==> config.mk <==
export PLATFORM = sky130hd
export DESIGN_NAME = load_store_unit
export DESIGN_NICKNAME = d
export VERILOG_FILES = /design/src/rtl/lsu_pkg.sv /design/src/rtl/lsu_align.sv /design/src/rtl/load_store_unit.sv
export SDC_FILE = /design/constraint.sdc
export NUM_CORES = 1
export LEC_CHECK = 0
export ABC_AREA = 0
export BUFFER_PORTS_ARGS = -buffer_cell sky130_fd_sc_hd__buf_2
export CORE_ASPECT_RATIO = 0.9
export CORE_MARGIN = 10
export CORE_UTILIZATION = 40
export CTS_CLUSTER_SIZE = 12
export DETAILED_ROUTE_END_ITERATION = 12
export GPL_TIMING_DRIVEN = 0
export HOLD_SLACK_MARGIN = 0.12
export PLACE_DENSITY = 0.78
export SLEW_MARGIN = 20
export SYNTH_ARGS = -nofsm -noshare
export SYNTH_HDL_FRONTEND = slang
export SYNTH_HIERARCHICAL = 1
export SYNTH_SLANG_ARGS = --single-unit
==> constraint.sdc <==
create_clock -name clk -period 2.9 [get_ports clk]
set_input_delay 0.725 -clock clk [delete_from_list [all_inputs] [get_ports clk]]
set_output_delay 0.725 -clock clk [all_outputs]
set_load 0.05 [all_outputs]
==> src/rtl/lsu_pkg.sv <==
// lsu_pkg: shared funct3 codes, FSM states and fault causes for the load/store unit
package lsu_pkg;
    localparam logic [2:0] F3_B  = 3'b000;
    localparam logic [2:0] F3_H  = 3'b001;
    localparam logic [2:0] F3_W  = 3'b010;
    localparam logic [2:0] F3_BU = 3'b100;
    localparam logic [2:0] F3_HU = 3'b101;
    typedef enum logic [1:0] {S_IDLE, S_REQ, S_WAIT, S_RESP} state_t;
    typedef enum logic [1:0] {C_NONE, C_MISALIGN, C_ILLEGAL, C_TIMEOUT} cause_t;
endpackage

==> src/rtl/lsu_align.sv <==
// lsu_align: store lane/strobe generation, load extraction/extension and op legality checks
module lsu_align
    import lsu_pkg::*;
(
    input  logic [2:0]  i_funct3,
    input  logic        i_store,
    input  logic [1:0]  i_addr,
    input  logic [31:0] i_wdata,
    input  logic [31:0] i_rdata,
    output logic [3:0]  o_wstrb,
    output logic [31:0] o_wdata,
    output logic [31:0] o_load,
    output logic        o_misaligned,
    output logic        o_illegal
);
    logic [7:0]  w_byte;
    logic [15:0] w_half;
    assign w_byte = i_rdata[{i_addr, 3'b000} +: 8];
    assign w_half = i_addr[1] ? i_rdata[31:16] : i_rdata[15:0];
    assign o_load = (i_funct3 == F3_B)  ? {{24{w_byte[7]}}, w_byte} :
                    (i_funct3 == F3_BU) ? {24'd0, w_byte} :
                    (i_funct3 == F3_H)  ? {{16{w_half[15]}}, w_half} :
                    (i_funct3 == F3_HU) ? {16'd0, w_half} : i_rdata;
    assign o_wstrb = (i_funct3[1:0] == 2'b00) ? 4'b0001 << i_addr :
                     (i_funct3[1:0] == 2'b01) ? (i_addr[1] ? 4'b1100 : 4'b0011) : 4'b1111;
    assign o_wdata = (i_funct3[1:0] == 2'b00) ? {4{i_wdata[7:0]}} :
                     (i_funct3[1:0] == 2'b01) ? {2{i_wdata[15:0]}} : i_wdata;
    assign o_misaligned = (i_funct3[1:0] == 2'b01 && i_addr[0]) ||
                          (i_funct3[1:0] == 2'b10 && i_addr != 2'b00);
    assign o_illegal = i_store ? (i_funct3 > F3_W) :
                       !(i_funct3 inside {F3_B, F3_H, F3_W, F3_BU, F3_HU});
endmodule

==> src/rtl/load_store_unit.sv <==
// load_store_unit: single-outstanding req/gnt/rvalid memory stage with alignment faults and bus timeout
module load_store_unit
    import lsu_pkg::*;
#(
    parameter int TIMEOUT_CYCLES = 16,
    parameter int CNT_W          = 5
) (
    input  logic        clk,
    input  logic        rst_n,
    input  logic        i_start,
    input  logic        i_mem_read,
    input  logic        i_mem_write,
    input  logic [2:0]  i_funct3,
    input  logic [31:0] i_addr,
    input  logic [31:0] i_wdata_in,
    output logic        o_mem_req,
    output logic        o_mem_we,
    output logic [31:0] o_mem_addr,
    output logic [31:0] o_mem_wdata,
    output logic [3:0]  o_mem_wstrb,
    input  logic        i_mem_gnt,
    input  logic        i_mem_rvalid,
    input  logic [31:0] i_mem_rdata,
    output logic [31:0] o_load_data,
    output logic        o_lsu_done,
    output logic        o_lsu_stall,
    output logic        o_lsu_fault,
    output logic [1:0]  o_fault_cause
);
    state_t      r_state, w_next;
    cause_t      r_cause, w_cause;
    logic [2:0]  r_f3;
    logic [1:0]  r_addr_lo;
    logic        r_store;
    logic [CNT_W-1:0] r_cnt;
    logic [31:0] r_load;
    logic        r_req, r_we;
    logic [31:0] r_maddr, r_wdata;
    logic [3:0]  r_wstrb;
    logic        w_idle, w_accept, w_bad, w_mis, w_ill, w_rd_hit, w_tmo;
    logic [3:0]  w_strb;
    logic [31:0] w_lane, w_ext;

    assign w_idle   = r_state == S_IDLE;
    assign w_accept = w_idle && i_start && (i_mem_read || i_mem_write);
    assign w_bad    = w_ill || (i_mem_read && i_mem_write);
    assign w_tmo    = r_cnt == CNT_W'(TIMEOUT_CYCLES - 1);
    assign w_rd_hit = i_mem_rvalid && ((r_state == S_REQ && i_mem_gnt && !r_store) || r_state == S_WAIT);

    // Legality is judged on the live inputs in IDLE; extension uses the captured op afterwards.
    lsu_align u_align (
        .i_funct3     (w_idle ? i_funct3 : r_f3),
        .i_store      (w_idle ? i_mem_write : r_store),
        .i_addr       (w_idle ? i_addr[1:0] : r_addr_lo),
        .i_wdata      (i_wdata_in),
        .i_rdata      (i_mem_rdata),
        .o_wstrb      (w_strb),
        .o_wdata      (w_lane),
        .o_load       (w_ext),
        .o_misaligned (w_mis),
        .o_illegal    (w_ill)
    );

    always_comb begin
        w_next  = r_state;
        w_cause = C_NONE;
        case (r_state)
            S_IDLE: if (w_accept) begin
                w_next  = (w_bad || w_mis) ? S_RESP : S_REQ;
                w_cause = w_bad ? C_ILLEGAL : w_mis ? C_MISALIGN : C_NONE;
            end
            S_REQ:  if (i_mem_gnt) w_next = (r_store || i_mem_rvalid) ? S_RESP : S_WAIT;
            S_WAIT: if (i_mem_rvalid || w_tmo) begin
                w_next  = S_RESP;
                w_cause = i_mem_rvalid ? C_NONE : C_TIMEOUT;
            end
            default: w_next = S_IDLE;
        endcase
    end

    always_ff @(posedge clk or negedge rst_n) begin
        if (!rst_n) begin
            r_state   <= S_IDLE;
            r_cause   <= C_NONE;
            r_f3      <= '0;
            r_addr_lo <= '0;
            r_store   <= 1'b0;
            r_cnt     <= '0;
            r_load    <= '0;
            r_req     <= 1'b0;
            r_we      <= 1'b0;
            r_maddr   <= '0;
            r_wdata   <= '0;
            r_wstrb   <= '0;
        end else begin
            r_state <= w_next;
            r_cnt   <= (r_state == S_WAIT) ? r_cnt + 1'b1 : '0;
            if (w_next == S_RESP && r_state != S_RESP) r_cause <= w_cause;
            if (w_rd_hit) r_load <= w_ext;
            if (w_accept) begin
                r_f3      <= i_funct3;
                r_addr_lo <= i_addr[1:0];
                r_store   <= i_mem_write;
            end
            if (w_idle && w_next == S_REQ) begin
                r_req   <= 1'b1;
                r_we    <= i_mem_write;
                r_maddr <= {i_addr[31:2], 2'b00};
                r_wdata <= i_mem_write ? w_lane : '0;
                r_wstrb <= i_mem_write ? w_strb : '0;
            end else if (r_state == S_REQ && i_mem_gnt) begin
                r_req   <= 1'b0;
                r_we    <= 1'b0;
                r_maddr <= '0;
                r_wdata <= '0;
                r_wstrb <= '0;
            end
        end
    end

    assign o_mem_req     = r_req;
    assign o_mem_we      = r_we;
    assign o_mem_addr    = r_maddr;
    assign o_mem_wdata   = r_wdata;
    assign o_mem_wstrb   = r_wstrb;
    assign o_load_data   = r_load;
    assign o_lsu_done    = r_state == S_RESP;
    assign o_lsu_fault   = o_lsu_done && r_cause != C_NONE;
    assign o_fault_cause = r_cause;
    assign o_lsu_stall   = w_accept || r_state == S_REQ || r_state == S_WAIT;
endmodule

==> results of run 1 <==
[final cells by class]
class	count	area, um^2	share of cell area, %
plain buffers	42	357	4.33
clock buffers	17	425	5.17
clock inverters	15	109	1.32
inverters	36	135	1.64
multi-input cells	372	2720	33.0
flip-flops and latches	115	2880	35.0
well taps	198	248	3.01
repair buffers	237	1360	16.5
[Yosys cell counts, types with 5 or more instances]
cell,number
sky130_fd_sc_hd__a211oi_1,6
sky130_fd_sc_hd__a21o_1,6
sky130_fd_sc_hd__a22o_1,36
sky130_fd_sc_hd__a31oi_1,10
sky130_fd_sc_hd__buf_2,24
sky130_fd_sc_hd__buf_4,12
sky130_fd_sc_hd__dfrtp_1,115
sky130_fd_sc_hd__inv_1,36
sky130_fd_sc_hd__mux2_2,47
sky130_fd_sc_hd__mux2i_1,40
sky130_fd_sc_hd__mux4_2,7
sky130_fd_sc_hd__nand2_1,119
sky130_fd_sc_hd__nand2b_1,6
sky130_fd_sc_hd__nor2_1,18
sky130_fd_sc_hd__nor2b_1,9
sky130_fd_sc_hd__nor3_1,5
sky130_fd_sc_hd__o21ai_0,13
sky130_fd_sc_hd__o22ai_1,6
[worst paths after layout]
| kind | from | slack [ns] | cells after the start | to |
|---|---|---|---|---|
| setup / recovery | r_state[0] | 0.08 | 16 | o_mem_addr[21] |
| hold / removal | rst_n | 0.30 | 1 | o_mem_addr[22] |
| setup reg to reg | r_state[0] | 0.08 | 16 | o_mem_addr[21] |
| hold reg to reg | r_cnt[0] | 0.46 | 1 | r_cnt[0] |
| max in group asynchronous | rst_n | 1.93 | 2 | o_mem_we |
| min in group clk | r_cnt[0] | 0.46 | 1 | r_cnt[0] |
[routing by layer]
layer  part of all wire, %  GRT usage [%]  vias to the layer above  wire, um
met2                    47           28.5                      250      8900
met5                     0              0                        -         0
li1                      -              -                     2455         -
met1                    41           22.4                     2482      7870
met4                   1.3           4.96                        0       243
met3                    11           7.68                       24      2080
[power by group]
part	internal [uW]	switching, uW
clock network	1090	791
registers	2330	368
logic	2490	4830
total	5910	5980
[kinds of logic after synthesis]
| kind of cell | after synthesis | share of synthesized area, % |
|---|---|---|
| DFF | 115 | 48.0 |
| other | 1 | 0.0626 |
| muxes | 98 | 18.9 |
| adders and majority gates | 2 | 0.417 |
| and+or+nand+nor | 172 | 12.4 |
| xor gates and xnor gates | 4 | 0.585 |
| AOI/OAI and AO/OA | 94 | 11.8 |
| buffers and inverters | 83 | 7.77 |
[repair_timing]
| action | 4_1_cts | 5_1_grt |
|---|---|---|
| setup buffers | 9 | 14 |
| pin swaps | 7 | 8 |
| endpoints found under the setup margin | 71 | 69 |
| hold buffers | 0 | 0 |
| resized for setup | 20 | 12 |
| cloned | 1 | 2 |
[flip-flops by register name (all words and copies together) (netlist names)]
signal and cells:
o_fault_cause 2, o_load_data 32, o_mem_addr 30, o_mem_req 1
o_mem_wdata 32, o_mem_we 1, o_mem_wstrb 4, r_addr_lo 2
r_cnt 5, r_f3 3, r_state 2, r_store 1
[layout by cell type (no fill, tap or decap), types with 4 or more instances in the layout]
cell type	instances
sky130_fd_sc_hd__a211oi_1	6
sky130_fd_sc_hd__nor3_1	5
sky130_fd_sc_hd__clkinvlp_4	9
sky130_fd_sc_hd__nor2b_1	9
sky130_fd_sc_hd__mux2_2	44
sky130_fd_sc_hd__a21o_1	6
sky130_fd_sc_hd__a31oi_1	10
sky130_fd_sc_hd__nor2_1	17
sky130_fd_sc_hd__nand2b_1	6
sky130_fd_sc_hd__dfrtp_1	115
sky130_fd_sc_hd__mux2i_1	40
sky130_fd_sc_hd__a22o_1	36
sky130_fd_sc_hd__mux2_1	4
sky130_fd_sc_hd__clkbuf_16	19
sky130_fd_sc_hd__buf_4	35
sky130_fd_sc_hd__o21ai_0	11
sky130_fd_sc_hd__buf_6	8
sky130_fd_sc_hd__buf_2	220
sky130_fd_sc_hd__o22ai_1	5
sky130_fd_sc_hd__buf_12	5
sky130_fd_sc_hd__inv_1	36
sky130_fd_sc_hd__clkbuf_1	4
sky130_fd_sc_hd__mux4_2	7
sky130_fd_sc_hd__nand2_1	119
[worst reg2reg max path, cell delays in order, from the launching register on]
cell and delay (ns):
sky130_fd_sc_hd__dfrtp_1 0.38, sky130_fd_sc_hd__buf_6 0.13, sky130_fd_sc_hd__nor2_4 0.12, sky130_fd_sc_hd__buf_6 0.11, sky130_fd_sc_hd__buf_4 0.10, sky130_fd_sc_hd__mux2_4 0.30
sky130_fd_sc_hd__buf_8 0.13, sky130_fd_sc_hd__buf_12 0.12, sky130_fd_sc_hd__o21ai_4 0.15, sky130_fd_sc_hd__o22ai_4 0.10, sky130_fd_sc_hd__o31ai_2 0.25, sky130_fd_sc_hd__a21oi_2 0.10
sky130_fd_sc_hd__buf_6 0.14, sky130_fd_sc_hd__nor2_8 0.09, sky130_fd_sc_hd__buf_12 0.14, sky130_fd_sc_hd__clkbuf_16 0.15, sky130_fd_sc_hd__mux2i_1 0.19
[per-stage QoR]
step	setup TNS, ns	instance area (um^2)	worst slack [ns]	hold slack (ns)
5_1_grt	-0.0435	8230	-0.0406	0.340
4_1_cts	0	8030	0.0109	0.334
3_3_place_gp	-71.27	7300	-0.578	0.446
3_5_place_dp	-34.23	7330	-0.618	0.452
6_report	0	8230	0.0814	0.303
2_1_floorplan	0	6000	0.0109	0.429
==> results.tsv, run 1 <==
stage	metric	value	unit
synth	netlist_instances	569	
sta	setup_violations	0	
global_routing	antenna_found_initial	0	
setup_path	crit_path_cell_trace	buf_6, nor2_4, buf_6, buf_4, mux2_4, buf_8, buf_12, o21ai_4, o22ai_4, o31ai_2, a21oi_2, buf_6, nor2_8, buf_12, clkbuf_16, mux2i_1	
clock_tree	clkTransAtPathRegs	0.06	ns
final_layout	post-route-util	55.9	%
hold_path	hold_class	input pin to asynchronous set/reset pin	
sta	finalWorstPathRequiredPeriod	2.82	ns
final_layout	final_layout_size_suffix_gt1_share	44.8	%
setup_path	worst_path_max_delay_cell	sky130_fd_sc_hd__dfrtp_1	
floorplanning	die_h	136	um
floorplanning	placeableCoreArea	0.0147	mm^2
placed_design	dpl.hpwl	14.5	mm
setup_path	worstSetupPathType	flop to flop	
setup_path	cp_data_required_time	3.23	ns
synth	synth.cell_area	0.00599	mm^2
power_and_ir_drop	design_power_total	11900	uW
floorplanning	floorplan.initialDensity	40.7	%
synth	synthesis.area_per_instance	10.5	um^2
global_routing	first_pass_grt_wire_length	29.1	mm
final_layout	antennaDiodeCount	0	
setup_path	timing.critical_path.from_type	flop	
synth	ys_top_cells_by_area	sky130_fd_sc_hd__dfrtp_1 48%, sky130_fd_sc_hd__mux2_2 8.8%, sky130_fd_sc_hd__nand2_1 7.5%	
route	detail_route.wl_per_cell	18.5	um
sta	clock.fmax	355	MHz
synth	yosys_register_bits	115	
synth	synth_async_sr_flop_share	100	%
floorplanning	rows	42	
global_routing	gr-total-overflow	0	
status	outcome	finished clean	
placed_design	buffers_added_on_ports	210	
final_layout	fill_cells	1273	
sta	min_period_over_period	97.2	%
placed_design	finalWeightedCongestion	0.862	
final_layout	final-instance-count-excl-fill	1032	
setup_path	worst_path_dominant_cell_family	buffers and inverters	
floorplanning	ioPinCount	213	
setup_path	end_kind	flop	
synth	yosys_most_used_dff	sky130_fd_sc_hd__dfrtp_1	
route	drt_iter0_drc	320	
sta	transition_at_the_pin_with_the_smallest_max_transition_slack	0.655	ns
floorplanning	die_w	149	um
global_routing	grt_use_total	18.1	%
global_routing	grt_start_max_net_pins	71	
route	detail_route.first_pass.iterations	5	
setup_path	crit_arrival	3.15	ns
floorplanning	die_area	0.0203	mm^2
route	ant_nets	0	
clock_tree	cts-root-to-sink-buffers	2	
clock_tree	cts_max_level	4	
synth	ys_seq_area_share	48.0	%
final_layout	syn2layout_area_growth	37.3	%
setup_path	timing.critical_path.mode_cell	sky130_fd_sc_hd__buf_6	
power_and_ir_drop	p_per_area	1450	mW/mm^2
power_and_ir_drop	power.ir.vdd_worst	0.000737	V
flow_run	drv_cap	0	
clock_tree	cts_tree	yes	
synth	yosysTopAreaCellShare	48.0	%
route	route.detailed.vias_per_inst	5.05	
placed_design	dpl.cell_count	979	
sta	fin_worst_skew	0.00777	ns
sta	hold_viol_final	0	
sta	slew-limit-headroom	56.3	%
clock_tree	numCtsBuffers	17	
route	number_of_vias_after_detailed_routing	5211	
clock_tree	clock_tree.root_cell	sky130_fd_sc_hd__clkbuf_16	
synth	yosys_warnings	6	
synth	synth.lib_cells_used.distinct	49	
clock_tree	clkSinkCount	115	
sta	slew_violations	0	
setup_path	cpPeakStageDelay	0.38	ns
global_routing	vias_in_the_first_global_route	5263	
setup_path	critical_path_peak_fanout	6	
synth	synth-edff-count	0	
clock_tree	clkLatencyLatePin	0.41	ns
synth	synth.largest_area_cell	sky130_fd_sc_hd__dfrtp_1	
power_and_ir_drop	leakagePower	0.00431	uW
route	drt_wl_total	19.1	mm
route	drc_violations	0	
setup_path	cp.buffers_inverters	8	
final_layout	fin_nets	929	
Power figures use the tool's default switching activity.
==> run 2: changes to the inputs <==
--- a/config.mk
+++ b/config.mk
@@ -10,11 +10,12 @@
 export CORE_ASPECT_RATIO = 0.9
 export CORE_MARGIN = 10
 export CORE_UTILIZATION = 40
+export CTS_CLUSTER_DIAMETER = 80
 export CTS_CLUSTER_SIZE = 12
 export DETAILED_ROUTE_END_ITERATION = 12
 export GPL_TIMING_DRIVEN = 0
 export HOLD_SLACK_MARGIN = 0.12
-export PLACE_DENSITY = 0.78
+export PLACE_DENSITY = 0.75
 export SLEW_MARGIN = 20
 export SYNTH_ARGS = -nofsm -noshare
 export SYNTH_HDL_FRONTEND = slang
==> constraint.sdc (replaced) <==
create_clock -name clk -period 2.6 [get_ports clk]
set_input_delay 0.65 -clock clk [delete_from_list [all_inputs] [get_ports clk]]
set_output_delay 0.65 -clock clk [all_outputs]
set_load 0.05 [all_outputs]
==> run 2 against run 1 <==
Against the previous run: non-clock buffer count increased by 8; utilization is 1.7 points higher; worst hold slack worse by 0.14 ns; power is 19% higher; sequential power is 13% higher; maximum frequency up 9.5%; sequential share of layout area is 1.0 points lower; sequential cell count unchanged; critical path type unchanged.
==> results.tsv, run 2 (synthesis results as in run 1) <==
stage	metric	value	unit
status	outcome	finished clean	
power_and_ir_drop	p_per_area	1660	mW/mm^2
global_routing	grt_start_max_net_pins	68	
clock_tree	clkTransAtPathRegs	0.05	ns
route	drc_violations	0	
global_routing	gr-total-overflow	0	
power_and_ir_drop	power.ir.vdd_worst	0.000703	V
setup_path	timing.critical_path.from_type	flop	
setup_path	crit_path_cell_trace	buf_6, nor2_4, mux2_4, buf_12, buf_12, nor2_4, nor2_4, o41ai_2, nand2b_1, buf_6, buf_6, a22o_1	
clock_tree	cts_tree	yes	
sta	min_period_over_period	99.0	%
setup_path	end_kind	flop	
floorplanning	placeableCoreArea	0.0147	mm^2
route	drt_wl_total	19.8	mm
sta	rsz_0062_raised_after_global_routing	true	
setup_path	cpPeakStageDelay	0.37	ns
clock_tree	cts-root-to-sink-buffers	2	
final_layout	syn2layout_area_growth	41.4	%
floorplanning	rows	42	
global_routing	grt_use_total	18.6	%
final_layout	mostFrequentLayoutCell	sky130_fd_sc_hd__buf_2	
route	detail_route.wl_per_cell	19.0	um
route	ant_nets	0	
final_layout	fill_cells	1224	
global_routing	first_pass_grt_wire_length	29.4	mm
clock_tree	cts_max_level	4	
route	detail_route.first_pass.iterations	5	
final_layout	sequential_cell_area	0.00288	mm^2
final_layout	fin_nets	937	
setup_path	crit_arrival	2.88	ns
route	route.detailed.vias_per_inst	5.14	
final_layout	post-route-util	57.6	%
placed_design	dpl.hpwl	14.6	mm
setup_path	worstSetupPathType	flop to flop	
sta	slew_violations	0	
hold_path	hold_class	input pin to asynchronous set/reset pin	
setup_path	worst_path_max_delay_cell	sky130_fd_sc_hd__dfrtp_1	
clock_tree	clkLatencyLatePin	0.42	ns
floorplanning	floorplan.initialDensity	40.7	%
final_layout	final_layout_size_suffix_gt1_share	46.5	%
power_and_ir_drop	leakagePower	0.00444	uW
clock_tree	clock_tree.root_cell	sky130_fd_sc_hd__clkbuf_16	
route	drt_iter0_drc	293	
floorplanning	die_w	149	um
placed_design	buffers_added_on_ports	210	
route	number_of_vias_after_detailed_routing	5359	
setup_path	cp_data_required_time	2.91	ns
floorplanning	die_area	0.0203	mm^2
sta	setup_violations	0	
global_routing	vias_in_the_first_global_route	5364	
flow_run	drv_cap	0	
clock_tree	clkSinkCount	115	
floorplanning	die_h	136	um
floorplanning	ioPinCount	213	
sta	finalWorstPathRequiredPeriod	2.57	ns
placed_design	finalWeightedCongestion	0.924	
sta	timing.hold.ws	0.161	ns
setup_path	worst_path_dominant_cell_family	buffers and inverters	
sta	finalSetupTns	0	ns
sta	hold_viol_final	0	
setup_path	cp.buffers_inverters	5	
final_layout	most-common-layout-cells	217 x sky130_fd_sc_hd__buf_2, 119 x sky130_fd_sc_hd__nand2_1, 115 x sky130_fd_sc_hd__dfrtp_1	
final_layout	multiInputGateArea	0.00281	mm^2
sta	clock.fmax	389	MHz
sta	fin_worst_skew	0.00725	ns
power_and_ir_drop	design_power_total	14100	uW
clock_tree	numCtsBuffers	17	
setup_path	critical_path_peak_fanout	10	
global_routing	antenna_found_initial	6	
run 2: layer usage:
layer | GRT usage [%] | part of all wire (%)
met1 | 21.5 | 39
met2 | 30.4 | 49
met3 | 6.15 | 8.3
met4 | 9.59 | 3.7
met5 | 0 | 0.16
run 2: worst register-to-register path: stages, from the launching register on:
cell,delay [ns]
sky130_fd_sc_hd__dfrtp_1,0.37
sky130_fd_sc_hd__buf_6,0.13
sky130_fd_sc_hd__nor2_4,0.20
sky130_fd_sc_hd__mux2_4,0.35
sky130_fd_sc_hd__buf_12,0.14
sky130_fd_sc_hd__buf_12,0.12
sky130_fd_sc_hd__nor2_4,0.11
sky130_fd_sc_hd__nor2_4,0.07
sky130_fd_sc_hd__o41ai_2,0.33
sky130_fd_sc_hd__nand2b_1,0.11
sky130_fd_sc_hd__buf_6,0.14
sky130_fd_sc_hd__buf_6,0.14
sky130_fd_sc_hd__a22o_1,0.24
run 2: area by class of cell:
cell class / instances / share of cell area (%)
clock inverters: 10 / 2.13
clock buffers: 21 / 5.43
plain buffers: 40 / 4.41
well taps: 198 / 2.92
inverters: 36 / 1.59
multi-input cells: 372 / 33.2
diodes: 4 / 0.118
repair buffers: 247 / 16.3
flip-flops and latches: 115 / 34.0
run 2: final timing paths:
path	startpoint	end	slack (ns)	depth (start not counted)
worst min register to register	r_cnt[0]	r_cnt[0]	0.47	1
worst max register to register	r_state[1]	o_mem_wdata[2]	0.03	12
worst max-delay path	r_state[1]	o_mem_wdata[2]	0.03	12
worst min-delay path	rst_n	o_mem_wdata[25]	0.16	1
max in group asynchronous	rst_n	r_f3[1]	1.75	2
min in group clk	i_addr[17]	o_mem_addr[17]	0.46	3
run 2: stage by stage:
step | std cells | cell area, um^2 | worst slack, ns
floorplan | 570 | 6090 | 0.00279
global placement | 978 | 7390 | -0.564
detailed placement | 979 | 7420 | -0.443
CTS | 1026 | 8360 | -0.0163
global route | 1043 | 8480 | -0.0760
finish | 1043 | 8480 | 0.0266
run 2: where the power goes:
group	leakage (uW)	total (uW)	internal (uW)	switching, uW
combinational	0.00267	8510	2990	5520
clock	0.000309	2550	1740	810
sequential	0.00146	3040	2600	441
run 2: what timing repair did:
item                                   4_1_cts  5_1_grt
endpoints found under the hold margin        0        0
pin swaps                                    7        9
hold buffers                                 0        0
gates cloned                                 2        0
setup buffers                               20       16
gates resized for setup                     36       14
setup endpoints to repair                   72       82
